<file path="src/rtl/alu_operand_fetch_if.sv">
// Instruction, operand-bundle and write-back signals of the ALU operand-fetch stage.
interface alu_operand_fetch_if #(
  parameter int AW = 3
);
  logic          in_valid;
  logic          in_ready;
  logic [AW-1:0] in_rs;
  logic [AW-1:0] in_rt;
  logic [AW-1:0] in_rd;
  logic [15:0]   in_imm;
  logic          in_use_imm;
  logic [2:0]    in_aluctl;

  logic          out_valid;
  logic          out_ready;
  logic [31:0]   out_a;
  logic [31:0]   out_b;
  logic [2:0]    out_aluctl;
  logic [AW-1:0] out_rd;

  logic          wb_en;
  logic [AW-1:0] wb_addr;
  logic [31:0]   wb_data;

  modport master (
    output in_valid, in_rs, in_rt, in_rd, in_imm, in_use_imm, in_aluctl,
    input  in_ready,
    input  out_valid, out_a, out_b, out_aluctl, out_rd,
    output out_ready,
    output wb_en, wb_addr, wb_data
  );

  modport slave (
    input  in_valid, in_rs, in_rt, in_rd, in_imm, in_use_imm, in_aluctl,
    output in_ready,
    output out_valid, out_a, out_b, out_aluctl, out_rd,
    input  out_ready,
    input  wb_en, wb_addr, wb_data
  );
endinterface

</file>
<file path="src/rtl/alu_operand_fetch.sv">
// Operand fetch for the 32-bit ALU: register file with write-back bypass and a
// one-entry registered output buffer toward the ALU.
//   state | meaning
//   EMPTY | no bundle held, out_valid=0
//   FULL  | bundle held for the ALU, out_valid=1
module alu_operand_fetch #(
  parameter int NREGS = 8,
  parameter int AW    = 3
) (
  input logic                clk,
  input logic                rst_n,
  alu_operand_fetch_if.slave bus
);

  typedef enum logic {EMPTY = 1'b0, FULL = 1'b1} state_t;

  localparam logic [AW-1:0] ZERO_ADDR = '0;

  state_t      state, state_nxt;
  logic        in_ready_c;
  logic        accept;
  logic [31:0] regs [NREGS];
  logic [31:0] rd_a, rd_b;

  always_ff @(posedge clk or negedge rst_n) begin
    if (!rst_n) state <= EMPTY;
    else        state <= state_nxt;
  end

  always_comb begin
    in_ready_c = (state == EMPTY) || bus.out_ready;
    accept     = bus.in_valid && in_ready_c;
    state_nxt  = state;
    case (state)
      EMPTY: if (accept) state_nxt = FULL;
      FULL: begin
        if (accept)             state_nxt = FULL;
        else if (bus.out_ready) state_nxt = EMPTY;
      end
      default: state_nxt = EMPTY;
    endcase
  end

  assign bus.in_ready  = in_ready_c;
  assign bus.out_valid = (state == FULL);

  // Same-cycle write-back wins over the stored value; address 0 always reads zero.
  always_comb begin
    rd_a = regs[bus.in_rs];
    if (bus.wb_en && (bus.wb_addr == bus.in_rs)) rd_a = bus.wb_data;
    if (bus.in_rs == ZERO_ADDR) rd_a = '0;

    rd_b = regs[bus.in_rt];
    if (bus.wb_en && (bus.wb_addr == bus.in_rt)) rd_b = bus.wb_data;
    if (bus.in_rt == ZERO_ADDR) rd_b = '0;
    if (bus.in_use_imm) rd_b = {16'h0000, bus.in_imm};
  end

  always_ff @(posedge clk or negedge rst_n) begin
    if (!rst_n) begin
      for (int i = 0; i < NREGS; i++) regs[i] <= '0;
    end else if (bus.wb_en && (bus.wb_addr != ZERO_ADDR)) begin
      regs[bus.wb_addr] <= bus.wb_data;
    end
  end

  always_ff @(posedge clk or negedge rst_n) begin
    if (!rst_n) begin
      bus.out_a      <= '0;
      bus.out_b      <= '0;
      bus.out_aluctl <= '0;
      bus.out_rd     <= '0;
    end else if (accept) begin
      bus.out_a      <= rd_a;
      bus.out_b      <= rd_b;
      bus.out_aluctl <= bus.in_aluctl;
      bus.out_rd     <= bus.in_rd;
    end
  end

endmodule

</file>
<file path="src/flat_wrapper.sv">
// flat-port wrapper written by rule: the top's interface ports become plain ports
module alu_operand_fetch_flat 
#(
  parameter int NREGS = 8,
  parameter int AW    = 3
)
  (clk, rst_n, bus_in_valid, bus_in_rs, bus_in_rt, bus_in_rd, bus_in_imm, bus_in_use_imm, bus_in_aluctl, bus_in_ready, bus_out_valid, bus_out_a, bus_out_b, bus_out_aluctl, bus_out_rd, bus_out_ready, bus_wb_en, bus_wb_addr, bus_wb_data);
  alu_operand_fetch_if #(.AW(AW)) bus_i ();
  input logic clk;
  input logic rst_n;
  input wire logic [$bits(bus_i.in_valid)-1:0] bus_in_valid;
  input wire logic [$bits(bus_i.in_rs)-1:0] bus_in_rs;
  input wire logic [$bits(bus_i.in_rt)-1:0] bus_in_rt;
  input wire logic [$bits(bus_i.in_rd)-1:0] bus_in_rd;
  input wire logic [$bits(bus_i.in_imm)-1:0] bus_in_imm;
  input wire logic [$bits(bus_i.in_use_imm)-1:0] bus_in_use_imm;
  input wire logic [$bits(bus_i.in_aluctl)-1:0] bus_in_aluctl;
  output wire logic [$bits(bus_i.in_ready)-1:0] bus_in_ready;
  output wire logic [$bits(bus_i.out_valid)-1:0] bus_out_valid;
  output wire logic [$bits(bus_i.out_a)-1:0] bus_out_a;
  output wire logic [$bits(bus_i.out_b)-1:0] bus_out_b;
  output wire logic [$bits(bus_i.out_aluctl)-1:0] bus_out_aluctl;
  output wire logic [$bits(bus_i.out_rd)-1:0] bus_out_rd;
  input wire logic [$bits(bus_i.out_ready)-1:0] bus_out_ready;
  input wire logic [$bits(bus_i.wb_en)-1:0] bus_wb_en;
  input wire logic [$bits(bus_i.wb_addr)-1:0] bus_wb_addr;
  input wire logic [$bits(bus_i.wb_data)-1:0] bus_wb_data;
  assign bus_i.in_valid = bus_in_valid;
  assign bus_i.in_rs = bus_in_rs;
  assign bus_i.in_rt = bus_in_rt;
  assign bus_i.in_rd = bus_in_rd;
  assign bus_i.in_imm = bus_in_imm;
  assign bus_i.in_use_imm = bus_in_use_imm;
  assign bus_i.in_aluctl = bus_in_aluctl;
  assign bus_in_ready = bus_i.in_ready;
  assign bus_out_valid = bus_i.out_valid;
  assign bus_out_a = bus_i.out_a;
  assign bus_out_b = bus_i.out_b;
  assign bus_out_aluctl = bus_i.out_aluctl;
  assign bus_out_rd = bus_i.out_rd;
  assign bus_i.out_ready = bus_out_ready;
  assign bus_i.wb_en = bus_wb_en;
  assign bus_i.wb_addr = bus_wb_addr;
  assign bus_i.wb_data = bus_wb_data;
  alu_operand_fetch #(.NREGS(NREGS), .AW(AW)) u_core (.clk(clk), .rst_n(rst_n), .bus(bus_i));
endmodule
</file>
<file path="config.mk">
export PLATFORM = sky130hd
export DESIGN_NAME = alu_operand_fetch_flat
export DESIGN_NICKNAME = d
export VERILOG_FILES = /design/src/rtl/alu_operand_fetch_if.sv /design/src/rtl/alu_operand_fetch.sv /design/src/flat_wrapper.sv
export SDC_FILE = /design/constraint.sdc
export NUM_CORES = 1
export LEC_CHECK = 0
export CORE_ASPECT_RATIO = 0.5
export CORE_MARGIN = 4
export CORE_UTILIZATION = 58
export DETAILED_ROUTE_END_ITERATION = 12
export DONT_BUFFER_PORTS = 1
export PLACE_DENSITY = 0.74
export SLEW_MARGIN = 30
export SYNTH_ARGS = -nofsm -noshare
export SYNTH_HDL_FRONTEND = slang
export SYNTH_SLANG_ARGS = --single-unit
</file>
<file path="constraint.sdc">
create_clock -name clk -period 1.9 [get_ports clk]
set_input_delay 0.285 -clock clk [delete_from_list [all_inputs] [get_ports clk]]
set_output_delay 0.285 -clock clk [all_outputs]
set_load 0.01 [all_outputs]
</file>
Yosys cells after proc, flatten, opt, wreduce, memory -nomap -nowiden
Index checks and enable logic that the tools add are counted.
{ "word_totals": {"ff_bits": 327, "latchBits": 0, "ramBits": 0, "rom_bits": 0, "out_inout_bits": 72, "elab_cells": 50, "mem_count": 0} }
{ "classes": {"n_addsub": 0, "n_mul": 0, "n_div": 0, "n_lt_le_gt_ge": 4, "eq_ne": 2, "n_shift": 0, "muxes": 18, "n_bitwise": 4, "n_reduce_logical": 9} }
{ "op_table": {"columns": ["op", "n"], "rows": [
  ["32-bit 2-to-1 mux", 10],
  ["256-bit bitwise mux", 1],
  ["32-bit binary-select mux with 3-bit select", 2],
  ["32-bit demux with 3-bit select", 1],
  ["4-bit greater-or-equal comparator, second input constant", 3],
  ["3-bit inverter with 4-bit output", 3],
  ["3-bit == test", 2],
  ["3-bit logical NOT", 2],
  ["1-bit logical AND", 5],
  ["4-bit by 1-bit < comparator with 1-bit output, second input constant", 1],
  ["1-bit 2-to-1 mux", 3],
  ["3-bit nonzero test", 1],
  ["1-bit one-hot mux with 2 select lines", 1],
  ["1-bit logical OR", 1],
  ["1-bit inverter", 1]
]} }

Depth between registers and ports, before layout
Gate-level depths: netlist of run 1.
{ "depth": {"ltp_word": 7, "mapped_depth": 7, "depth_no_buf": 4} }

Worst setup path after synthesis of run 1
Ideal clock, no wire load.
{ "synth_path": {"kind": "flip-flop to flip-flop", "start": "reg u_core.state, in the netlist u_core.bus.out_valid", "end": "reg u_core.bus.out_b[0]", "setup_ps": 82, "t_arrival_ps": 1580, "required_time_ps": 1818, "path_slack_ps": 238, "stages_incl_launch_ff": 8, "path_buffers": 3, "period_less_slack_ps": 1662, "path_cell_list": "dfrtp_1 -> nand2b_1 -> and2_1 -> buf_2 -> clkbuf_1 -> clkbuf_1 -> nor2_1 -> a31oi_1"} }
{ "synth_via": {"elab_chain_cells": 3} }
{ "synth_lines": {"columns": ["element", "line", "source"], "rows": [
  ["start, declared", "alu_operand_fetch.sv:19", "state_t state, state_nxt;"],
  ["start signal, assigned", "alu_operand_fetch.sv:27", "else state <= state_nxt;"],
  ["1-bit inverter", "alu_operand_fetch.sv:31", "in_ready_c = (state == EMPTY) || bus.out_ready;"],
  ["1-bit logical OR", "alu_operand_fetch.sv:31", null],
  ["named net bus_in_ready", "flat_wrapper.sv:18", "output wire logic [$bits(bus_i.in_ready)-1:0] bus_in_ready;"],
  ["1-bit logical AND", "alu_operand_fetch.sv:32", "accept = bus.in_valid && in_ready_c;"],
  ["end signal, assigned", "alu_operand_fetch.sv:75", "bus.out_b <= rd_b;"],
  ["end, declared", "alu_operand_fetch_if.sv:36", "output out_valid, out_a, out_b, out_aluctl, out_rd,"]
]} }
The timed path passes the listed nets, and every way through them passes these cells.
A chain may end at the register's enable or synchronous reset.

Worst setup path after layout of run 1
{ "layout_path": {"start": "reg u_core.state, in the netlist u_core.bus.out_valid", "end": "reg u_core.bus.out_a[26]"} }
{ "layout_via": {"elab_chain_cells": 3} }
{ "layout_lines": {"columns": ["element", "line", "source"], "rows": [
  ["1-bit inverter", "alu_operand_fetch.sv:31", null],
  ["1-bit logical OR", "alu_operand_fetch.sv:31", null],
  ["named net bus_in_ready", "flat_wrapper.sv:18", null],
  ["1-bit logical AND", "alu_operand_fetch.sv:32", null],
  ["end signal, assigned", "alu_operand_fetch.sv:74", "bus.out_a <= rd_a;"],
  ["end, declared", "alu_operand_fetch_if.sv:36", null]
]} }
The timed path passes the listed nets, and every way through them passes these cells.

==> metrics.txt, run 1 <==
outcome complete, but fails checks; failing checks negative hold slack; worst reg2reg setup slack just under 0.2 ns; vias in the first global route ~13k; Hold WS -0.553 ns; chip height 122 um; I/O pins between 100 and 150; htree depth 1; antenna violations before repair 2; Clock Skew 0.0157 ns; Die X 236 um; DIE AREA roughly 0.029 mm^2; Detailed Routing Iterations Pass 1 6; Tot Pwr approximately 18 mW; Synth warnings 0; wire per inst 28.5 um; crit path DAT roughly 2.1 ns; Post-Syn Area 0.0150 mm^2; CP Capture Type register; Worst-path clk slew about 0.06 ns; Max clock buf depth 3; RSZ-0062 raised after global routing false; first-pass GRT wire length 73600 um; fmax 588 MHz; Layout area overhead 12.8%; worst IR drop on VDD 0.667 mV; HPWL Detailed ~26000 um; Placer Congestion between 0.8 and 0.9; Net Count, Synth 1376; drc violations 0; Leakage Power between 6 and 7 nW; top_reg_cell synth dfrtp_1; ys async rst share 100%; RR Startpoint u_core.bus.out_valid; Required @ worst endpoint approximately 2.3 ns; Post-CTS Setup Inserts 0; worst-margin pin slew 1.03 ns; Setup violations, final 0; met1 Track Usage GR a little over two fifths; starting DRC count in detailed routing 1600; crit path launch type register; worst r2r dst u_core.bus.out_a[26]; final WL 47800 um; crit-path cells nand2b_1 -> and2_4 -> o221ai_2 -> buf_4 -> o311ai_0; fin nets ~1.4k; Max stage delay on crit path between 0.3 and 0.4 ns; Post-Place Cell Area 0.0154 mm^2; flops & latches, synth slightly below 300; CTS sink cnt 295; Yosys cell types 47; Slew HR 31.4%; Initial Utilization approximately three fifths; CTS tree done; post-route core utilization 67.0%; Crit path buffers/inverters 1; largest net degree at the start of global routing 296; CTS root buffer clkbuf_16; Gate Count Post-Synth about 1.3k; sequential share of the synthesized area 49.1%; Tmin final 1.70 ns; Cell Rows between 40 and 50; final instance area 0.0170 mm^2; fin crit share 89.6%; Hold Path Class in -> async; critical path type reg -> reg; Post-CTS Hold Buffers 74; GRT met3 Usage 8.75%; CP Max Fanout 10; hold violation count in the final report ~300; layout cell share with drive strength beyond 1 25.2%; Via Count 12.3k; Remaining Overflow, GRT 0; Num CTS Buffers 27; ANT nets after route 0; Final Slew Violations 0; most used routing layer met2; Core Box Area 0.0253 mm^2; CP max-delay cell dfrtp_1; Clock Latency Late Sink approximately 0.56 ns; Vias/cell 7.35; EDFF count, synth 0; Power Dens Cells 1040 mW/mm^2; R2R cell count 5; Final TNS setup 0 ns; met2 Track Usage GR 52.0%; IO Port Bufs 0; Avg Synthesized Cell Area about 12 um^2; # fillers 1842; Top Family by Delay on Critical Path compound AO/OA/AOI/OAI gates; Total GRT Usage between 30 and 40%; max cap viols 0
-- placed cells by master (no fill, tap or decap), types with 33 or more instances in the layout --
master and instances:
nand4_1 35, mux2_2 243, dfrtp_1 295, a21oi_1 48
nor2_1 85, inv_1 34, mux2i_1 33, dlygate4sd3_1 74
nand2_1 54, o221ai_1 62, o22ai_1 47
-- per-stage QoR --
stage	setup slack, ns	instances
3_5_place_dp	0.183	1557
4_1_cts	0.205	1675
6_report	0.198	1677
2_1_floorplan	0.238	1307
5_1_grt	0.0955	1677
3_3_place_gp	0.212	1556
-- cell usage after synthesis, drive strengths merged (2+ instances only) --
cell       n  area share, %
mux2     255             19
a21oi     48            1.6
xnor2      5           0.29
a32oi     16           0.93
a31oi     31            1.3
a311oi     2           0.12
o221ai    63            3.7
or2        4           0.17
a211oi    30            1.5
dfrtp    295             49
o22a      18            1.0
and2       2          0.083
mux2i     33            2.2
o22ai     47            2.0
nor2      86            2.1
o311ai    32            1.9
buf       50            2.0
nand2     55            1.4
nand2b     4           0.17
clkbuf    83            2.1
a2111o    31            2.3
inv       35           0.87
nand4     35            1.5
a2bb2oi   31            1.8
a22oi      2           0.10
nor3       2          0.067
-- per-layer routing --
metal	routed length, um	up-vias
met2	21800	811
met3	5340	195
met5	0	-
met1	18600	6248
met4	2070	0
li1	-	5064
-- cell families (layout without fill, tap and decap cells) --
family | Yosys count | in the layout | share of synthesized area [%]
flip-flops | 295 | 295 | 49.1
other | 0 | 2 | 0
buffers and inverters | 168 | 192 | 5.00
XOR/XNOR | 5 | 5 | 0.291
multiplexers | 288 | 288 | 21.3
AO/OA/AOI/OAI | 354 | 354 | 18.4
AND/OR/NAND/NOR | 197 | 197 | 5.98
-- worst max path at each step --
stage | depth (start not counted) | startpoint | endpoint | slack, ns
final | 5 | u_core.bus.out_valid | u_core.bus.out_a[26] | 0.20
after global routing | 5 | u_core.bus.out_valid | u_core.bus.out_a[27] | 0.1
after CTS | 5 | u_core.bus.out_valid | u_core.bus.out_a[26] | 0.20
after detailed placement | 5 | u_core.bus.out_valid | u_core.bus.out_a[26] | 0.18
after global placement | 4 | bus_in_rt[1] | u_core.bus.out_b[13] | 0.21
after floorplan | 7 | u_core.bus.out_valid | u_core.bus.out_b[0] | 0.24
-- timing repair --
action / in CTS / in global routing
resized for setup: 0 / 0
hold endpoints to repair: 590 / 295
setup endpoints to repair: 0 / 0
-- sequential cells by signal (all words and copies together), names as in the netlist --
name	flops
u_core.bus.out_a	32
u_core.bus.out_valid	1
u_core.bus.out_aluctl	3
u_core.bus.out_b	32
u_core.regs	224
u_core.bus.out_rd	3
-- report_power, final --
| group | switching, mW | total (mW) | internal (mW) |
|---|---|---|---|
| Combinational | 1.43 | 3.31 | 1.88 |
| Sequential | 1.27 | 8.88 | 7.61 |
| Clock | 2.39 | 5.40 | 3.02 |
-- final cells by class --
cell class / count / area [um^2] / area share [%]
Clock inverter: 8 / 92.6 / 0.545
Timing Repair Buffer: 113 / 1230 / 7.24
Inverter: 35 / 131 / 0.774
Multi-Input combinational cell: 844 / 6960 / 41.0
Clock buffer: 36 / 749 / 4.42
Tap cell: 344 / 430 / 2.54
Sequential cell: 295 / 7380 / 43.5
Antenna cell: 2 / 5.00 / 0.0295
No activity file was read; power rests on OpenSTA's default activity.
==> inputs of run 2 (changes only) <==
- clock period: 1.9 -> 1.85 ns (I/O delays scaled with it)
==> run 2 against run 1 <==
Against the previous run: the run still ends with negative hold slack left; register-to-register slack worse by 0.04 ns; via count down 1.7%; routed wire length shrank 0.88%; largest cell class unchanged.
==> metrics.txt, run 2 (same netlist as run 1, synthesis figures left out) <==
worst-margin pin slew 0.777 ns (-0.252 ns); Post-CTS Setup Inserts 0 (unchanged); Crit path buffers/inverters 1 (unchanged); wire per inst 28.1 um (-1.3%); # fillers 1879 (+2.0%); Tmin final 1.69 ns (-0.0144 ns); CP Capture Type register; IO Port Bufs 0 (unchanged); most flop-heavy register u_core.regs; Seq. cell area 0.00738 mm^2 (unchanged); failing checks negative hold slack; commonest non-fill, non-tap cell in the layout dfrtp_1; Worst-path clk slew 0.07 ns (about the same); antenna violations before repair 1 (-1); CTS root buffer clkbuf_16; Detailed Routing Iterations Pass 1 6 (unchanged); starting DRC count in detailed routing 1556 (-2.8%); CP max-delay cell buf_4; Via Count 12.1k (-1.7%); Tot Pwr 18.2 mW (+3.6%); chip height 122 um (unchanged); Max clock buf depth 3 (unchanged); Top Registers u_core.regs: 224 flops, u_core.bus.out_a: 32 flops, u_core.bus.out_b: 32 flops; Cell Rows 41 (unchanged); Placer Congestion 0.859 (+1.5%); Num CTS Buffers 27 (unchanged); post-route core utilization 67.2% (+0.22 points); outcome complete, but fails checks; layout cell share with drive strength beyond 1 25.8% (+0.60 points); Largest register FFs 224 (unchanged); final WL 47400 um (-0.88%); I/O pins 141 (unchanged); Layout area overhead 13.2%; htree depth 1 (unchanged); fin crit share 91.2% (+1.6 points); Hold Path Class in -> async; Clock Skew 0.00888 ns (-0.00681 ns); Post-CTS Hold Buffers 74 (unchanged); CP Max Fanout 48 (+38); Core Box Area 0.0253 mm^2 (unchanged); worst IR drop on VDD 0.651 mV (-2.4%); Die X 236 um (unchanged); Top Family by Delay on Critical Path buffers and inverters; Slew HR 48.2% (+17 points); RSZ-0062 raised after global routing false; final instance area 0.0170 mm^2 (+0.33%); fmax 593 MHz (+0.85%); Required @ worst endpoint 2.27 ns (-0.05 ns); crit-path cells nand2b_1 -> and2_4 -> buf_4 -> nand4_1 -> o311ai_0; max cap viols 0 (unchanged); crit path launch type register; Vias/cell 7.19 (-2.1%); first-pass GRT wire length 73000 um (-0.83%); Max stage delay on crit path 0.51 ns (+0.12 ns); vias in the first global route 12.5k (-1.4%); Hold WS -0.563 ns (-0.0105 ns); Remaining Overflow, GRT 0 (unchanged); DIE AREA 0.0287 mm^2 (unchanged); ANT nets after route 0 (unchanged); Power Dens Cells 1070 mW/mm^2 (+3.3%); fin nets 1389 (+0.29%); HPWL Detailed 25500 um (-1.3%); largest net degree at the start of global routing 296 (unchanged); Final Slew Violations 0 (unchanged); footprint of the multi-input gates 0.00696 mm^2 (unchanged); post_cts resized 0 (unchanged); Clock Latency Late Sink 0.55 ns (about the same); Total GRT Usage 32.6% (about the same); Initial Utilization 59.4% (unchanged); Setup violations, final 0 (unchanged); most frequent cells in the layout dfrtp_1, mux2_2, nor2_1; CTS sink cnt 295 (unchanged); Leakage Power 6.98 nW (+0.57%); CTS tree done; Post-Place Cell Area 0.0154 mm^2 (about the same); crit path DAT 2.11 ns (about the same); Final TNS setup 0 ns (unchanged); hold violation count in the final report 295 (unchanged); drc violations 0 (unchanged); critical path type reg -> reg
run 2: cell types whose count changed in the layout (fill, tap and decap cells not counted):
cell,before,now
buf_2,0,1
diode_2,2,1
clkbuf_8,4,8
buf_12,14,12
buf_4,24,30
clkinvlp_4,1,2
dlygate4sd3_1,74,73
clkbuf_1,5,4
run 2: power breakdown:
group	leakage, nW	total, mW	switching, mW	internal [mW]
Clock	0.443	5.75	2.47	3.27
Combinational	2.98	3.37	1.44	1.93
Sequential	3.56	9.12	1.30	7.82
run 2: metal layers:
layer	share of wire, %	routed length [um]	vias up	global-route usage [%]
met2	46	21600	758	50.9
met1	39	18300	6071	42.7
met5	0	0	-	0
met4	4.5	2130	0	16.0
li1	-	-	5075	-
met3	11	5270	208	9.21
run 2: layout make-up:
type                            count  share of cell area, %
Tap cell                          344                   2.53
Antenna cell                        1                 0.0147
Multi-Input combinational cell    844                   40.8
Clock inverter                      9                  0.588
Sequential cell                   295                   43.3
Inverter                           35                  0.771
Timing Repair Buffer              117                   7.21
Clock buffer                       39                   4.70
run 2: stage by stage:
step / std cells / hold WS, ns / setup WS (ns)
final: 1684 / -0.563 / 0.163
after global routing: 1684 / -0.583 / 0.0376
after CTS: 1683 / -0.575 / 0.228
after detailed placement: 1561 / -0.0103 / 0.195
after global placement: 1560 / -0.00287 / 0.178
after floorplan: 1307 / -0.0181 / 0.188
run 2: path summary, 6_finish.rpt:
kind / start / endpoint / slack (ns) / cells after the start
setup / recovery: u_core.bus.out_valid / u_core.bus.out_a[12] / 0.16 / 5
hold / removal: rst_n / u_core.regs[27] / -0.56 / 0
setup reg to reg: u_core.bus.out_valid / u_core.bus.out_a[12] / 0.16 / 5
hold reg to reg: u_core.regs[166] / u_core.regs[166] / 0.52 / 1
max in group asynchronous: rst_n / u_core.regs[13] / 1.77 / 0
min in group clk: bus_in_rs[0] / u_core.bus.out_a[20] / 0.02 / 2
